### src/rtl/morra_scheduler_if.sv
// Player move handshakes and game-engine move/result bus for morra_scheduler.
// slave: scheduler side; master: players plus engine side.
interface morra_scheduler_if;
  localparam int unsigned MOVE_W = 2;

  logic              p1_valid;
  logic [MOVE_W-1:0] p1_move;
  logic              p1_ready;
  logic              p2_valid;
  logic [MOVE_W-1:0] p2_move;
  logic              p2_ready;
  logic [MOVE_W-1:0] mc_primo;
  logic [MOVE_W-1:0] mc_secondo;
  logic              mc_inizio;
  logic [1:0]        mc_manche;
  logic [1:0]        mc_partita;

  modport slave (
    input  p1_valid, p1_move, p2_valid, p2_move, mc_manche, mc_partita,
    output p1_ready, p2_ready, mc_primo, mc_secondo, mc_inizio
  );

  modport master (
    output p1_valid, p1_move, p2_valid, p2_move, mc_manche, mc_partita,
    input  p1_ready, p2_ready, mc_primo, mc_secondo, mc_inizio
  );
endinterface

### src/rtl/morra_scheduler.sv
// Morra match scheduler: collects both players' moves, issues them to the engine,
// captures and reports the result and keeps score. Optional COLLECT timeout: MORRA_SCHED_TIMEOUT_EN.
module morra_scheduler (
  input  logic                clk,
  input  logic                rst_n,
  morra_scheduler_if.slave    bus,
  input  logic                new_game_i,
  output logic                result_valid_o,
  output logic [1:0]          result_manche_o,
  output logic [1:0]          result_partita_o,
  output logic [3:0]          wins1_o,
  output logic [3:0]          wins2_o,
  output logic [4:0]          rounds_o,
  output logic                busy_o,
  output logic                game_over_o,
  output logic                timeout_o
);

  localparam int unsigned MOVE_W  = 2;
  localparam int unsigned WINS_W  = 4;
  localparam int unsigned RND_W   = 5;
  localparam int unsigned TO_W    = 6;

  typedef enum logic [2:0] {
    S_IDLE, S_COLLECT, S_ISSUE, S_WAIT, S_REPORT, S_DONE
  } state_e;

  state_e              state_q, state_d;
  logic [MOVE_W-1:0]   mv1_q, mv1_d, mv2_q, mv2_d;
  logic                lat1_q, lat1_d, lat2_q, lat2_d;
  logic                first_q, first_d;
  logic [WINS_W-1:0]   wins1_q, wins1_d, wins2_q, wins2_d;
  logic [RND_W-1:0]    rounds_q, rounds_d;
  logic [1:0]          res_manche_q, res_manche_d, res_partita_q, res_partita_d;
  logic                res_valid_q, res_valid_d;
  logic                p1_ready_q, p1_ready_d, p2_ready_q, p2_ready_d;
  logic [MOVE_W-1:0]   mc_primo_q, mc_primo_d, mc_secondo_q, mc_secondo_d;
  logic                mc_inizio_q, mc_inizio_d;
  logic                busy_q, busy_d, game_over_q, game_over_d;
  logic                hs1, hs2;
`ifdef MORRA_SCHED_TIMEOUT_EN
  logic [TO_W-1:0]     to_cnt_q, to_cnt_d;
  logic                timeout_q, timeout_d;
`endif

  // State and registered outputs
  always_ff @(posedge clk or negedge rst_n) begin
    if (!rst_n) begin
      state_q       <= S_IDLE;
      mv1_q         <= '0;
      mv2_q         <= '0;
      lat1_q        <= 1'b0;
      lat2_q        <= 1'b0;
      first_q       <= 1'b0;
      wins1_q       <= '0;
      wins2_q       <= '0;
      rounds_q      <= '0;
      res_manche_q  <= '0;
      res_partita_q <= '0;
      res_valid_q   <= 1'b0;
      p1_ready_q    <= 1'b0;
      p2_ready_q    <= 1'b0;
      mc_primo_q    <= '0;
      mc_secondo_q  <= '0;
      mc_inizio_q   <= 1'b0;
      busy_q        <= 1'b0;
      game_over_q   <= 1'b0;
`ifdef MORRA_SCHED_TIMEOUT_EN
      to_cnt_q      <= '0;
      timeout_q     <= 1'b0;
`endif
    end else begin
      state_q       <= state_d;
      mv1_q         <= mv1_d;
      mv2_q         <= mv2_d;
      lat1_q        <= lat1_d;
      lat2_q        <= lat2_d;
      first_q       <= first_d;
      wins1_q       <= wins1_d;
      wins2_q       <= wins2_d;
      rounds_q      <= rounds_d;
      res_manche_q  <= res_manche_d;
      res_partita_q <= res_partita_d;
      res_valid_q   <= res_valid_d;
      p1_ready_q    <= p1_ready_d;
      p2_ready_q    <= p2_ready_d;
      mc_primo_q    <= mc_primo_d;
      mc_secondo_q  <= mc_secondo_d;
      mc_inizio_q   <= mc_inizio_d;
      busy_q        <= busy_d;
      game_over_q   <= game_over_d;
`ifdef MORRA_SCHED_TIMEOUT_EN
      to_cnt_q      <= to_cnt_d;
      timeout_q     <= timeout_d;
`endif
    end
  end

  // READY registers are only ever high in COLLECT, so they qualify the handshake directly
  assign hs1 = p1_ready_q & bus.p1_valid;
  assign hs2 = p2_ready_q & bus.p2_valid;

  // Next state, datapath and next values of every registered output
  always_comb begin
    state_d       = state_q;
    mv1_d         = mv1_q;
    mv2_d         = mv2_q;
    lat1_d        = lat1_q;
    lat2_d        = lat2_q;
    first_d       = first_q;
    wins1_d       = wins1_q;
    wins2_d       = wins2_q;
    rounds_d      = rounds_q;
    res_manche_d  = res_manche_q;
    res_partita_d = res_partita_q;
    res_valid_d   = 1'b0;
`ifdef MORRA_SCHED_TIMEOUT_EN
    to_cnt_d      = to_cnt_q;
    timeout_d     = 1'b0;
`endif

    case (state_q)
      S_IDLE, S_DONE: begin
        if (new_game_i) begin
          state_d  = S_COLLECT;
          mv1_d    = '0;
          mv2_d    = '0;
          lat1_d   = 1'b0;
          lat2_d   = 1'b0;
          wins1_d  = '0;
          wins2_d  = '0;
          rounds_d = '0;
          first_d  = 1'b1;
`ifdef MORRA_SCHED_TIMEOUT_EN
          to_cnt_d = '0;
`endif
        end
      end
      S_COLLECT: begin
        if (new_game_i) begin
          mv1_d    = '0;
          mv2_d    = '0;
          lat1_d   = 1'b0;
          lat2_d   = 1'b0;
          wins1_d  = '0;
          wins2_d  = '0;
          rounds_d = '0;
          first_d  = 1'b1;
`ifdef MORRA_SCHED_TIMEOUT_EN
          to_cnt_d = '0;
`endif
        end else begin
          if (hs1) begin
            mv1_d  = bus.p1_move;
            lat1_d = 1'b1;
          end
          if (hs2) begin
            mv2_d  = bus.p2_move;
            lat2_d = 1'b1;
          end
`ifdef MORRA_SCHED_TIMEOUT_EN
          to_cnt_d = TO_W'(to_cnt_q + TO_W'(1));
`endif
          if (lat1_d && lat2_d) begin
            state_d = S_ISSUE;
`ifdef MORRA_SCHED_TIMEOUT_EN
          end else if (to_cnt_d == {TO_W{1'b1}}) begin
            // Give up on the missing player(s): their move goes out as 00
            state_d   = S_ISSUE;
            timeout_d = 1'b1;
            if (!lat1_d) mv1_d = '0;
            if (!lat2_d) mv2_d = '0;
`endif
          end
        end
      end
      S_ISSUE: begin
        state_d = S_WAIT;
        first_d = 1'b0;
      end
      S_WAIT: begin
        state_d       = S_REPORT;
        res_manche_d  = bus.mc_manche;
        res_partita_d = bus.mc_partita;
        res_valid_d   = 1'b1;
        if (bus.mc_manche == 2'b01 && wins1_q != {WINS_W{1'b1}})
          wins1_d = WINS_W'(wins1_q + WINS_W'(1));
        if (bus.mc_manche == 2'b10 && wins2_q != {WINS_W{1'b1}})
          wins2_d = WINS_W'(wins2_q + WINS_W'(1));
        if (bus.mc_manche != 2'b00 && rounds_q != {RND_W{1'b1}})
          rounds_d = RND_W'(rounds_q + RND_W'(1));
      end
      S_REPORT: begin
        if (res_partita_q != 2'b00) begin
          state_d = S_DONE;
        end else begin
          state_d = S_COLLECT;
          mv1_d   = '0;
          mv2_d   = '0;
          lat1_d  = 1'b0;
          lat2_d  = 1'b0;
`ifdef MORRA_SCHED_TIMEOUT_EN
          to_cnt_d = '0;
`endif
        end
      end
      default: state_d = S_IDLE;
    endcase

    p1_ready_d   = (state_d == S_COLLECT) && !lat1_d;
    p2_ready_d   = (state_d == S_COLLECT) && !lat2_d;
    mc_primo_d   = (state_d == S_ISSUE) ? mv1_d : '0;
    mc_secondo_d = (state_d == S_ISSUE) ? mv2_d : '0;
    mc_inizio_d  = (state_d == S_ISSUE) && first_d;
    busy_d       = (state_d == S_COLLECT) || (state_d == S_ISSUE) ||
                   (state_d == S_WAIT)    || (state_d == S_REPORT);
    game_over_d  = (state_d == S_DONE);
  end

  assign bus.p1_ready     = p1_ready_q;
  assign bus.p2_ready     = p2_ready_q;
  assign bus.mc_primo     = mc_primo_q;
  assign bus.mc_secondo   = mc_secondo_q;
  assign bus.mc_inizio    = mc_inizio_q;
  assign result_valid_o   = res_valid_q;
  assign result_manche_o  = res_manche_q;
  assign result_partita_o = res_partita_q;
  assign wins1_o          = wins1_q;
  assign wins2_o          = wins2_q;
  assign rounds_o         = rounds_q;
  assign busy_o           = busy_q;
  assign game_over_o      = game_over_q;
`ifdef MORRA_SCHED_TIMEOUT_EN
  assign timeout_o        = timeout_q;
`else
  assign timeout_o        = 1'b0;
`endif

endmodule

### src/flat_wrapper.sv
// flat-port wrapper written by rule: the top's interface ports become plain ports
module morra_scheduler_flat 
  (clk, rst_n, new_game_i, result_valid_o, result_manche_o, result_partita_o, wins1_o, wins2_o, rounds_o, busy_o, game_over_o, timeout_o, bus_p1_valid, bus_p1_move, bus_p2_valid, bus_p2_move, bus_mc_manche, bus_mc_partita, bus_p1_ready, bus_p2_ready, bus_mc_primo, bus_mc_secondo, bus_mc_inizio);
  morra_scheduler_if bus_i ();
  input  logic clk;
  input  logic rst_n;
  input  logic new_game_i;
  output logic result_valid_o;
  output logic [1:0] result_manche_o;
  output logic [1:0] result_partita_o;
  output logic [3:0] wins1_o;
  output logic [3:0] wins2_o;
  output logic [4:0] rounds_o;
  output logic busy_o;
  output logic game_over_o;
  output logic timeout_o;
  input wire logic [$bits(bus_i.p1_valid)-1:0] bus_p1_valid;
  input wire logic [$bits(bus_i.p1_move)-1:0] bus_p1_move;
  input wire logic [$bits(bus_i.p2_valid)-1:0] bus_p2_valid;
  input wire logic [$bits(bus_i.p2_move)-1:0] bus_p2_move;
  input wire logic [$bits(bus_i.mc_manche)-1:0] bus_mc_manche;
  input wire logic [$bits(bus_i.mc_partita)-1:0] bus_mc_partita;
  output wire logic [$bits(bus_i.p1_ready)-1:0] bus_p1_ready;
  output wire logic [$bits(bus_i.p2_ready)-1:0] bus_p2_ready;
  output wire logic [$bits(bus_i.mc_primo)-1:0] bus_mc_primo;
  output wire logic [$bits(bus_i.mc_secondo)-1:0] bus_mc_secondo;
  output wire logic [$bits(bus_i.mc_inizio)-1:0] bus_mc_inizio;
  assign bus_i.p1_valid = bus_p1_valid;
  assign bus_i.p1_move = bus_p1_move;
  assign bus_i.p2_valid = bus_p2_valid;
  assign bus_i.p2_move = bus_p2_move;
  assign bus_i.mc_manche = bus_mc_manche;
  assign bus_i.mc_partita = bus_mc_partita;
  assign bus_p1_ready = bus_i.p1_ready;
  assign bus_p2_ready = bus_i.p2_ready;
  assign bus_mc_primo = bus_i.mc_primo;
  assign bus_mc_secondo = bus_i.mc_secondo;
  assign bus_mc_inizio = bus_i.mc_inizio;
  morra_scheduler u_core (.clk(clk), .rst_n(rst_n), .bus(bus_i), .new_game_i(new_game_i), .result_valid_o(result_valid_o), .result_manche_o(result_manche_o), .result_partita_o(result_partita_o), .wins1_o(wins1_o), .wins2_o(wins2_o), .rounds_o(rounds_o), .busy_o(busy_o), .game_over_o(game_over_o), .timeout_o(timeout_o));
endmodule
### config.mk
export PLATFORM = sky130hd
export DESIGN_NAME = morra_scheduler_flat
export DESIGN_NICKNAME = d
export VERILOG_FILES = /design/src/rtl/morra_scheduler_if.sv /design/src/rtl/morra_scheduler.sv /design/src/flat_wrapper.sv
export SDC_FILE = /design/constraint.sdc
export NUM_CORES = 1
export LEC_CHECK = 0
export BUFFER_PORTS_ARGS = -buffer_cell sky130_fd_sc_hd__clkbuf_2
export CAP_MARGIN = 20
export CORE_MARGIN = 5
export CORE_UTILIZATION = 53
export CTS_CLUSTER_SIZE = 12
export DETAILED_ROUTE_END_ITERATION = 6
export GPL_TIMING_DRIVEN = 0
export PLACE_DENSITY = 0.81
export RECOVER_POWER = 25
export REMOVE_ABC_BUFFERS = 1
export SLEW_MARGIN = 20
export SYNTH_ARGS = -nofsm -noshare
export SYNTH_HDL_FRONTEND = slang
export SYNTH_SLANG_ARGS = --single-unit
### constraint.sdc
create_clock -name clk -period 2.4 [get_ports clk]
set_input_delay 0.36 -clock clk [delete_from_list [all_inputs] [get_ports clk]]
set_output_delay 0.36 -clock clk [all_outputs]
set_load 0.03 [all_outputs]
# ---- Word level (Yosys, flattened, before mapping)
# Cells that the tools add are included.
dict set report word_totals {
  output_inout_bits 28
  reg_bits 37
  word_cells 106
  input_bits 13
}
dict set report classes {
  mux 42
  bitwise_logic 2
  eq_ne 19
  n_addsub 3
  n_reduce_logical 21
}
# cell n
set op_table {}
lappend op_table {{$mux 2} 10}
lappend op_table {{$pmux 4 s2} 2}
lappend op_table {{$pmux 3 s5} 1}
lappend op_table {{$mux 1} 14}
lappend op_table {{$eq 3x2->1 const B} 4}
lappend op_table {{$eq 3x3->1 const B} 4}
lappend op_table {{$mux 3} 4}
lappend op_table {{$mux 4} 3}
lappend op_table {{$pmux 2 s3} 2}
lappend op_table {{$mux 5} 2}
lappend op_table {{$pmux 5 s2} 1}
lappend op_table {{$reduce_and 3->1} 3}
lappend op_table {{$add 4x1->4 const B} 2}
lappend op_table {{$ne 2x1->1 const B} 4}
lappend op_table {{$ne 4x4->1 const B} 2}
lappend op_table {{$logic_and 1x1->1} 7}
lappend op_table {{$eq 3x1->1 const B} 2}
lappend op_table {{$pmux 1 s3} 2}
lappend op_table {{$reduce_bool 2->1} 3}
lappend op_table {{$add 5x1->5 const B} 1}
lappend op_table {{$ne 5x5->1 const B} 1}
lappend op_table {{$logic_not 3->1} 1}
lappend op_table {{$logic_or 1x1->1} 3}
lappend op_table {{$reduce_or 3->1} 1}
lappend op_table {{other kinds (6)} 8}

# ---- Logic depth before layout (Yosys ltp)
# Gate-level depths: netlist of the first run.
dict set report depth {
  depth_word 12
  ltp_mapped 7
  mapped_depth_nobuf 7
}

# ---- Worst setup path after synthesis of the first run
# OpenSTA, ideal clock, no wires.
dict set report synth_timing {
  path_type {flip-flop to flip-flop}
  startpoint {reg u_core.rounds_q[0], in the netlist u_core.rounds_o[0]}
  endpoint {reg u_core.rounds_q[3], in the netlist u_core.rounds_o[3]}
  path_slack_ps 386
  stages_incl_launch_ff 8
  setup_ps 77
  arrival_ps 1936
  required_time_ps 2323
  cell_sequence {dfrtp_1 > ha_1 > and3_1 > ha_1 > o21ba_2 > a32oi_1 > or3_1 > a21oi_1}
}
dict set report synth_via {
  elab_chain_len 4
}
# item line_no
set synth_rtl {}
lappend synth_rtl {{start, declared} morra_scheduler.sv:33} ;# logic [RND_W-1:0] rounds_q, rounds_d;
lappend synth_rtl {{start signal, assigned} morra_scheduler.sv:81} ;# rounds_q <= rounds_d;
lappend synth_rtl {{branches (longest 4 deep; another with $add 5x1->5)} n/a}
# Parallel ways; which one is timed is not known. The select of a mux whose other input is x is not followed.
# A chain may end at the register's enable or synchronous reset.

# ---- Worst setup path after layout of the first run
dict set report layout_timing {
  startpoint {reg u_core.state_q[0]}
  endpoint {reg u_core.rounds_q[3], in the netlist u_core.rounds_o[3]}
}
dict set report layout_via {
  elab_chain_len 4
}
# item line_no
set layout_rtl {}
lappend layout_rtl {{start, declared} morra_scheduler.sv:28} ;# state_e state_q, state_d;
lappend layout_rtl {{start signal, assigned} morra_scheduler.sv:73} ;# state_q <= state_d;
lappend layout_rtl {{$eq 3x3->1 (tied with other cells)} morra_scheduler.sv:122} ;# case (state_q)
lappend layout_rtl {{$reduce_or 3->1 (no source line)} n/a}
lappend layout_rtl {{$ne 2x1->1 (no source line) / $reduce_bool 2->1 (equally long branches)} n/a}
lappend layout_rtl {{$reduce_and 3->1 (no source line)} n/a}
# Parallel ways exist; a longest one is shown, timed or not.

==> results.py, run 1 <==
metrics = {
    "hold_path": {
        "min-delay-path-class": "in2reg",
        "min_delay_worst_endpoint": "u_core.result_partita_o[1]",
        "startpoint_of_the_most_critical_hold_path": "bus_mc_partita[1]",
        "hold_depth": 3,
    },
    "status": {
        "failed_checks": "capacitance limit, slew limit",
        "run_status": "finished, violations left",
    },
    "sta": {
        "period_minus_slack_ns": 2.21,
        "drv_slew": 38,
        "timing.setup.tns_ns": 0,
        "maxClockFrequency_mhz": 453,
        "worst_clock_skew_ns": 0.0147,
        "worstMarginPinSlew_ns": 1.91,
        "period_share_pct": 91.9,
        "report.final.setup_viol": 0,
        "whs_ns": 0.202,
        "final_hold_viol_count": 0,
        "timing.slew.headroom_pct": -27.2,
        "grt_setup_unrepaired": "no",
    },
    "worst_setup_path": {
        "critical_path.endpoint_type": "register",
        "crit_path_cell_trace": "nand3b_1 -> clkinvlp_4 -> a32oi_2 -> or3_1 -> a21oi_1",
        "wp_data_required_ns": 2.66,
        "crit_path_start": "u_core.state_q[0]",
        "setup_crit_start_kind": "register",
        "arrival_ns": 2.47,
        "r2r-start": "u_core.state_q[0]",
        "slowest_stage": "sky130_fd_sc_hd__dfrtp_1",
        "reg2reg_to": "u_core.rounds_o[3]",
        "r2r_slack_ns": 0.19,
        "critical_path.max_stage_delay_ns": 0.69,
        "timing.critical_path.fanout_max": 19,
        "worst_r2r_path_depth": 5,
        "critical_setup_path_class": "reg2reg",
    },
    "placed_design": {
        "place_hpwl_um": 2580,
        "gpl.final_weighted_congestion": 0.814,
        "buffer_ports.inserted": 39,
        "placedInstanceArea_um2": 1970,
    },
    "power": {
        "seq_power_share_pct": 46.1,
        "leakage_nw": 0.991,
        "power.density_nw_per_um2": 971,
        "fraction_of_power_consumed_by_the_clock_network_pct": 15.7,
        "cellInternalPower_mw": 1.12,
        "ir_drop_uv": 563,
        "power.share.switching_pct": 43.1,
        "proportion_of_power_drawn_by_combinational_gates_pct": 38.2,
        "switchingPower_mw": 0.852,
    },
    "synthesis": {
        "ys_seq_area_share_pct": 52.3,
        "proportion_of_synthesized_flip_flops_having_asynchronous_set_or_reset_pct": 100,
        "ys_warn_count": 0,
        "synth.cell_area_um2": 1770,
        "postSynthRegisterBits": 37,
        "dominantRegCellSynth": "sky130_fd_sc_hd__dfrtp_1",
        "synth.avg_cell_area_um2": 9.53,
        "synth-edff-count": 0,
        "postSynthCellCount": 186,
        "synth_cell_types": 42,
    },
    "routing": {
        "overall_routed_net_length_um": 3580,
        "drt-initial-drc-count": 73,
        "total_via_count_in_the_routed_design": 1472,
        "first_pass_iters": 4,
        "drtAntennaViolNets": 0,
        "post-route-drc-count": 0,
        "avgRoutedWirePerCell_um": 13.3,
        "viasPerCell": 5.47,
    },
    "global_route": {
        "grt_overflow": 0,
        "met2_demand_to_capacity_share_in_global_routing_pct": 28.3,
        "use_met1_pct": 22.4,
        "largest_net_degree_at_the_start_of_global_routing": 38,
        "globalRouteTotalUtil_pct": 17.3,
        "met3_usage_pct": 3.45,
        "vias_in_the_first_global_route": 1380,
        "grt.busiest_layer": "met2",
        "initial_antenna_violation_count": 0,
        "grt_first_pass_wirelength_um": 5990,
    },
    "clock_tree": {
        "post-cts-setup-buffers": 0,
        "clock_sink_count": 37,
        "clock-root-buffer": "sky130_fd_sc_hd__clkbuf_4",
        "cts_made_buffers": 5,
        "tritoncts_clock_tree": "built",
        "clk_path_buf_depth": 2,
        "h-tree-depth": 2,
        "worst_setup_hold_path_clk_slew_ns": 0.11,
        "cts_hold_buf": 0,
        "post_cts_repair_resize_count": 0,
        "worst_skew_pair.late_latency_ns": 0.34,
    },
    "floorplanning": {
        "die_h_um": 67.8,
        "start_util_pct": 53.9,
        "floorplan.core_area_um2": 3280,
        "io-pin-count": 41,
        "dieArea_um2": 4600,
        "chipWidth_um": 67.8,
        "core.rowCount": 21,
    },
    "finish": {
        "seq_area_um2": 926,
        "drive_gt1_share_pct": 24.2,
        "layout.cell_area.non_filler_um2": 2030,
        "antennaDiodeCount": 0,
        "final_nets": 239,
        "fillCellCount": 286,
        "multi_input_area_um2": 778,
        "syn2layout_area_growth_pct": 14.8,
    },
    "flow_run": {
        "maxCapViolCount": 1,
    },
}
## critical path, delay by kind of cell, from the launching register on
kind | cells | cell delay [ns]
AOI/OAI and AO/OA | 2 | 0.30
buffers and inverters | 1 | 0.34
DFF | 1 | 0.69
and+or+nand+nor | 2 | 0.80
## power by group through the flow
stage          Combinational (mW)  Clock (mW)  Sequential [mW]
6_report                    0.753       0.311            0.910
3_5_place_dp                0.747           0            0.916
5_1_grt                     0.839       0.341            0.930
4_1_cts                     0.751       0.317            0.905
3_3_place_gp                0.732           0            0.912
2_1_floorplan               0.372           0             1.06
## worst max-delay path by stage
stage	endpoint	slack [ns]
after floorplan	u_core.rounds_o[3]	0.39
after global placement	u_core.rounds_o[3]	0.16
after detailed placement	u_core.rounds_o[3]	0.13
after CTS	u_core.rounds_o[3]	0.08
after global routing	u_core.rounds_o[3]	0.02
final	u_core.rounds_o[3]	0.19
## cells in the mapped netlist, types with 2 or more instances
| cell | count | area, um^2 |
|---|---|---|
| sky130_fd_sc_hd__nand2b_1 | 2 | 12.5 |
| sky130_fd_sc_hd__nor2b_1 | 2 | 12.5 |
| sky130_fd_sc_hd__and3_1 | 4 | 25.0 |
| sky130_fd_sc_hd__buf_2 | 3 | 15.0 |
| sky130_fd_sc_hd__a21oi_1 | 14 | 70.1 |
| sky130_fd_sc_hd__clkbuf_1 | 4 | 15.0 |
| sky130_fd_sc_hd__nor3_1 | 2 | 10.0 |
| sky130_fd_sc_hd__xnor2_1 | 2 | 17.5 |
| sky130_fd_sc_hd__o21ai_0 | 17 | 85.1 |
| sky130_fd_sc_hd__or3_1 | 3 | 18.8 |
| sky130_fd_sc_hd__and2_1 | 2 | 12.5 |
| sky130_fd_sc_hd__mux2i_1 | 3 | 30.0 |
| sky130_fd_sc_hd__nand2_1 | 30 | 113 |
| sky130_fd_sc_hd__o31ai_1 | 2 | 15.0 |
| sky130_fd_sc_hd__nand3_1 | 9 | 45.0 |
| sky130_fd_sc_hd__a32oi_1 | 2 | 17.5 |
| sky130_fd_sc_hd__nor2_1 | 11 | 41.3 |
| sky130_fd_sc_hd__dfrtp_1 | 37 | 926 |
| sky130_fd_sc_hd__ha_1 | 4 | 50.1 |
| sky130_fd_sc_hd__o21a_1 | 3 | 22.5 |
| sky130_fd_sc_hd__or2_2 | 2 | 12.5 |
| sky130_fd_sc_hd__inv_1 | 6 | 22.5 |
| sky130_fd_sc_hd__o211ai_1 | 3 | 22.5 |
## layout make-up
type	instances	area share, %
Clock inverter	2	0.492
Timing Repair Buffer	39	9.54
Inverter	6	1.29
Clock buffer	6	2.03
Tap cell	46	2.83
Sequential cell	37	45.5
Multi-Input combinational cell	133	38.3
## layout by cell type (no fill, tap or decap), types with 3 or more instances in the layout
master	count
sky130_fd_sc_hd__nand3_1	9
sky130_fd_sc_hd__o21a_1	3
sky130_fd_sc_hd__or3_1	3
sky130_fd_sc_hd__inv_1	5
sky130_fd_sc_hd__o21ai_0	17
sky130_fd_sc_hd__o211ai_1	3
sky130_fd_sc_hd__nand2_1	30
sky130_fd_sc_hd__nor2_1	11
sky130_fd_sc_hd__clkbuf_4	5
sky130_fd_sc_hd__mux2i_1	3
sky130_fd_sc_hd__clkbuf_2	38
sky130_fd_sc_hd__a21oi_1	14
sky130_fd_sc_hd__and3_1	4
sky130_fd_sc_hd__dfrtp_1	37
sky130_fd_sc_hd__ha_1	4
## flip-flops by register name, summed over array words and instances (netlist names)
register / count
u_core.result_partita_o: 2
u_core.result_valid_o: 1
u_core.wins2_o: 4
u_core.wins1_o: 4
u_core.bus.p2_ready: 1
u_core.first_q: 1
u_core.mv2_q: 2
u_core.mv1_q: 2
u_core.bus.mc_inizio: 1
u_core.state_q: 3
u_core.bus.mc_primo: 2
u_core.result_manche_o: 2
u_core.bus.mc_secondo: 2
u_core.busy_o: 1
u_core.lat1_q: 1
u_core.game_over_o: 1
u_core.lat2_q: 1
u_core.rounds_o: 5
u_core.bus.p1_ready: 1
## stage by stage
stage | total power, mW | std cells | util [%] | setup slack (ns)
after floorplan | 1.43 | 176 | - | 0.388
after global placement | 1.64 | 261 | 60.0 | 0.161
after detailed placement | 1.66 | 261 | 60.0 | 0.129
after CTS | 1.97 | 269 | 61.6 | 0.0789
after global routing | 2.11 | 269 | 61.9 | 0.0239
final | 1.97 | 269 | 61.9 | 0.193
## kinds of logic after synthesis
kind of cell / Yosys count / synth area share (%)
fa+ha+maj: 4 / 2.82
simple gates: 73 / 20.2
compound gates: 49 / 17.1
mux: 3 / 1.69
xor+xnor: 3 / 1.48
flops: 37 / 52.3
buf+inv: 16 / 4.24
other cells: 1 / 0.212
## routing by layer
metal,up-vias,part of all wire (%)
met5,-,0
met4,0,1.6
met1,697,46
li1,726,-
met3,5,4.8
met2,44,47
No activity file was read; power rests on OpenSTA's default activity.
==> run 2, diff against run 1 <==
Settings changed: CORE_UTILIZATION 53 to 55, PLACE_DENSITY 0.81 to 0.83.
Clock period 2.4 ns to 2.65 ns, I/O delays scaled along.
==> run 2 against run 1 <==
  * The run still ends with capacitance limit, slew limit left
  * Clock power grew 7.7%
  * Global-route usage grew 1.6 points
  * Sequential cell count is the same
  * Clock skew shrank 0.0064 ns
  * Worst hold slack gained 0.046 ns
  * Design area grew 0.25%
  * Critical path type unchanged
==> results.py, run 2 (synthesis gave the netlist of run 1 again) <==
metrics = {
    "status": {
        "run_status": "finished, violations left",
        "failed_checks": "capacitance limit, slew limit",
    },
    "finish": {
        "layout.cell_area.non_filler_um2": 2040,
        "multi_input_area_um2": 771,
        "layout_common_cells": "sky130_fd_sc_hd__clkbuf_2, sky130_fd_sc_hd__dfrtp_1, sky130_fd_sc_hd__nand2_1, sky130_fd_sc_hd__o21ai_0, sky130_fd_sc_hd__a21oi_1",
        "final_nets": 239,
        "largest_reg_flops": 5,
        "drive_gt1_share_pct": 23.8,
        "syn2layout_area_growth_pct": 15.0,
        "antennaDiodeCount": 0,
        "fillCellCount": 272,
        "layout.cells.most_common": "sky130_fd_sc_hd__clkbuf_2",
        "final-instance-count-excl-fill": 267,
        "seq_area_um2": 926,
    },
    "clock_tree": {
        "post_cts_repair_resize_count": 0,
        "clock_sink_count": 37,
        "cts_made_buffers": 5,
        "worst_setup_hold_path_clk_slew_ns": 0.11,
        "worst_skew_pair.late_latency_ns": 0.34,
        "clk_path_buf_depth": 2,
        "h-tree-depth": 2,
        "tritoncts_clock_tree": "built",
        "cts_hold_buf": 0,
        "clock-root-buffer": "sky130_fd_sc_hd__clkbuf_4",
        "post-cts-setup-buffers": 0,
    },
    "global_route": {
        "initial_antenna_violation_count": 0,
        "vias_in_the_first_global_route": 1422,
        "grt_overflow": 0,
        "largest_net_degree_at_the_start_of_global_routing": 38,
        "grt_first_pass_wirelength_um": 6360,
        "globalRouteTotalUtil_pct": 18.9,
    },
    "routing": {
        "overall_routed_net_length_um": 3690,
        "routed.top_layer": "met4",
        "post-route-drc-count": 0,
        "drt-initial-drc-count": 59,
        "wl_met2_um": 1790,
        "viasPerCell": 5.55,
        "detail_route.wirelength.met1_um": 1610,
        "avgRoutedWirePerCell_um": 13.8,
        "drtAntennaViolNets": 0,
        "dr_wl_met3_um": 256,
        "total_via_count_in_the_routed_design": 1483,
        "first_pass_iters": 4,
    },
    "hold_path": {
        "hold_depth": 3,
        "startpoint_of_the_most_critical_hold_path": "bus_mc_partita[1]",
        "min_delay_worst_endpoint": "u_core.result_partita_o[1]",
        "min-delay-path-class": "in2reg",
    },
    "floorplanning": {
        "core.rowCount": 20,
        "start_util_pct": 57.6,
        "die_h_um": 66.8,
        "io-pin-count": 41,
        "floorplan.core_area_um2": 3080,
        "dieArea_um2": 4460,
        "chipWidth_um": 66.8,
    },
    "worst_setup_path": {
        "slowest_stage": "sky130_fd_sc_hd__dfrtp_1",
        "critical_setup_path_class": "reg2reg",
        "r2r_slack_ns": 0.38,
        "timing.critical_path.fanout_max": 19,
        "r2r-start": "u_core.state_q[0]",
        "crit_path_cell_trace": "nand3b_1 -> inv_1 -> a32oi_1 -> or3_1 -> a21oi_1",
        "wp_data_required_ns": 2.93,
        "arrival_ns": 2.55,
        "worst_r2r_path_depth": 5,
        "reg2reg_to": "u_core.rounds_o[3]",
        "setup_crit_start_kind": "register",
        "critical_path.n_buffers_inverters": 1,
        "critical_path.max_stage_delay_ns": 0.68,
        "path_delay_family": "simple AND/OR/NAND/NOR gates",
        "critical_path.endpoint_type": "register",
    },
    "sta": {
        "timing.setup.tns_ns": 0,
        "report.final.setup_viol": 0,
        "maxClockFrequency_mhz": 440,
        "worst_clock_skew_ns": 0.00837,
        "worstMarginPinSlew_ns": 1.92,
        "drv_slew": 38,
        "period_share_pct": 85.7,
        "grt_setup_unrepaired": "no",
        "layout_setup_ws_ns": 0.378,
        "period_minus_slack_ns": 2.27,
        "timing.slew.headroom_pct": -28.1,
        "final_hold_viol_count": 0,
    },
    "placed_design": {
        "preCtsSetupSlack_ns": 0.388,
        "gpl.final_weighted_congestion": 0.767,
        "placedInstanceArea_um2": 1970,
        "place_hpwl_um": 2630,
        "placed_cells_incl_taps": 259,
        "buffer_ports.inserted": 39,
    },
    "power": {
        "power.density_nw_per_um2": 904,
        "leakage_nw": 1.01,
        "ir_drop_uv": 582,
    },
    "flow_run": {
        "maxCapViolCount": 1,
    },
}
==> run 2: cell types whose count changed in the layout (fill, tap and decap cells not counted), sizes merged <==
cell,previous run,this run
clkinv,2,1
clkbuf,45,46
inv,5,6
clkinvlp,1,0
==> run 2: layout make-up <==
| type | instances | share of cell area [%] |
|---|---|---|
| Sequential cell | 37 | 45.4 |
| Multi-Input combinational cell | 133 | 37.8 |
| Timing Repair Buffer | 39 | 9.52 |
| Clock buffer | 7 | 3.19 |
| Tap cell | 44 | 2.70 |
| Inverter | 6 | 1.10 |
| Clock inverter | 1 | 0.246 |
==> run 2: worst reg2reg max path, delay by kind of cell (launching register included) <==
family / cells / cell delay (ns)
AO/OA/AOI/OAI: 2 / 0.40
buffers and inverters: 1 / 0.38
flip-flops: 1 / 0.68
AND/OR/NAND/NOR: 2 / 0.77
==> run 2: where the power goes <==
group | internal [mW] | switching [mW]
clock | 0.154 | 0.182
combinational | 0.224 | 0.458
sequential | 0.689 | 0.137
==> run 2: stage by stage <==
stage	utilization (%)	hold slack, ns	power (mW)
after CTS	66.3	0.181	1.85
after global placement	64.0	0.471	1.49
after floorplan	-	0.102	1.30
after global routing	66.2	0.232	1.97
after detailed placement	64.0	0.489	1.51
final	66.2	0.247	1.84
==> run 2: worst max-delay path by stage <==
| stage | start | endpoint | cells past startpoint |
|---|---|---|---|
| CTS | u_core.state_q[0] | u_core.rounds_o[3] | 5 |
| detailed placement | u_core.state_q[0] | u_core.rounds_o[3] | 5 |
| finish | u_core.state_q[0] | u_core.rounds_o[3] | 5 |
| global placement | u_core.state_q[0] | u_core.rounds_o[3] | 5 |
| floorplan | u_core.rounds_o[0] | u_core.rounds_o[3] | 7 |
| global route | u_core.state_q[0] | u_core.rounds_o[3] | 5 |
==> run 2: metal layers <==
layer	vias up	global-route usage, %
met4	0	7.61
met2	46	31.3
met5	-	0
met1	705	23.6
li1	726	-
met3	6	4.55
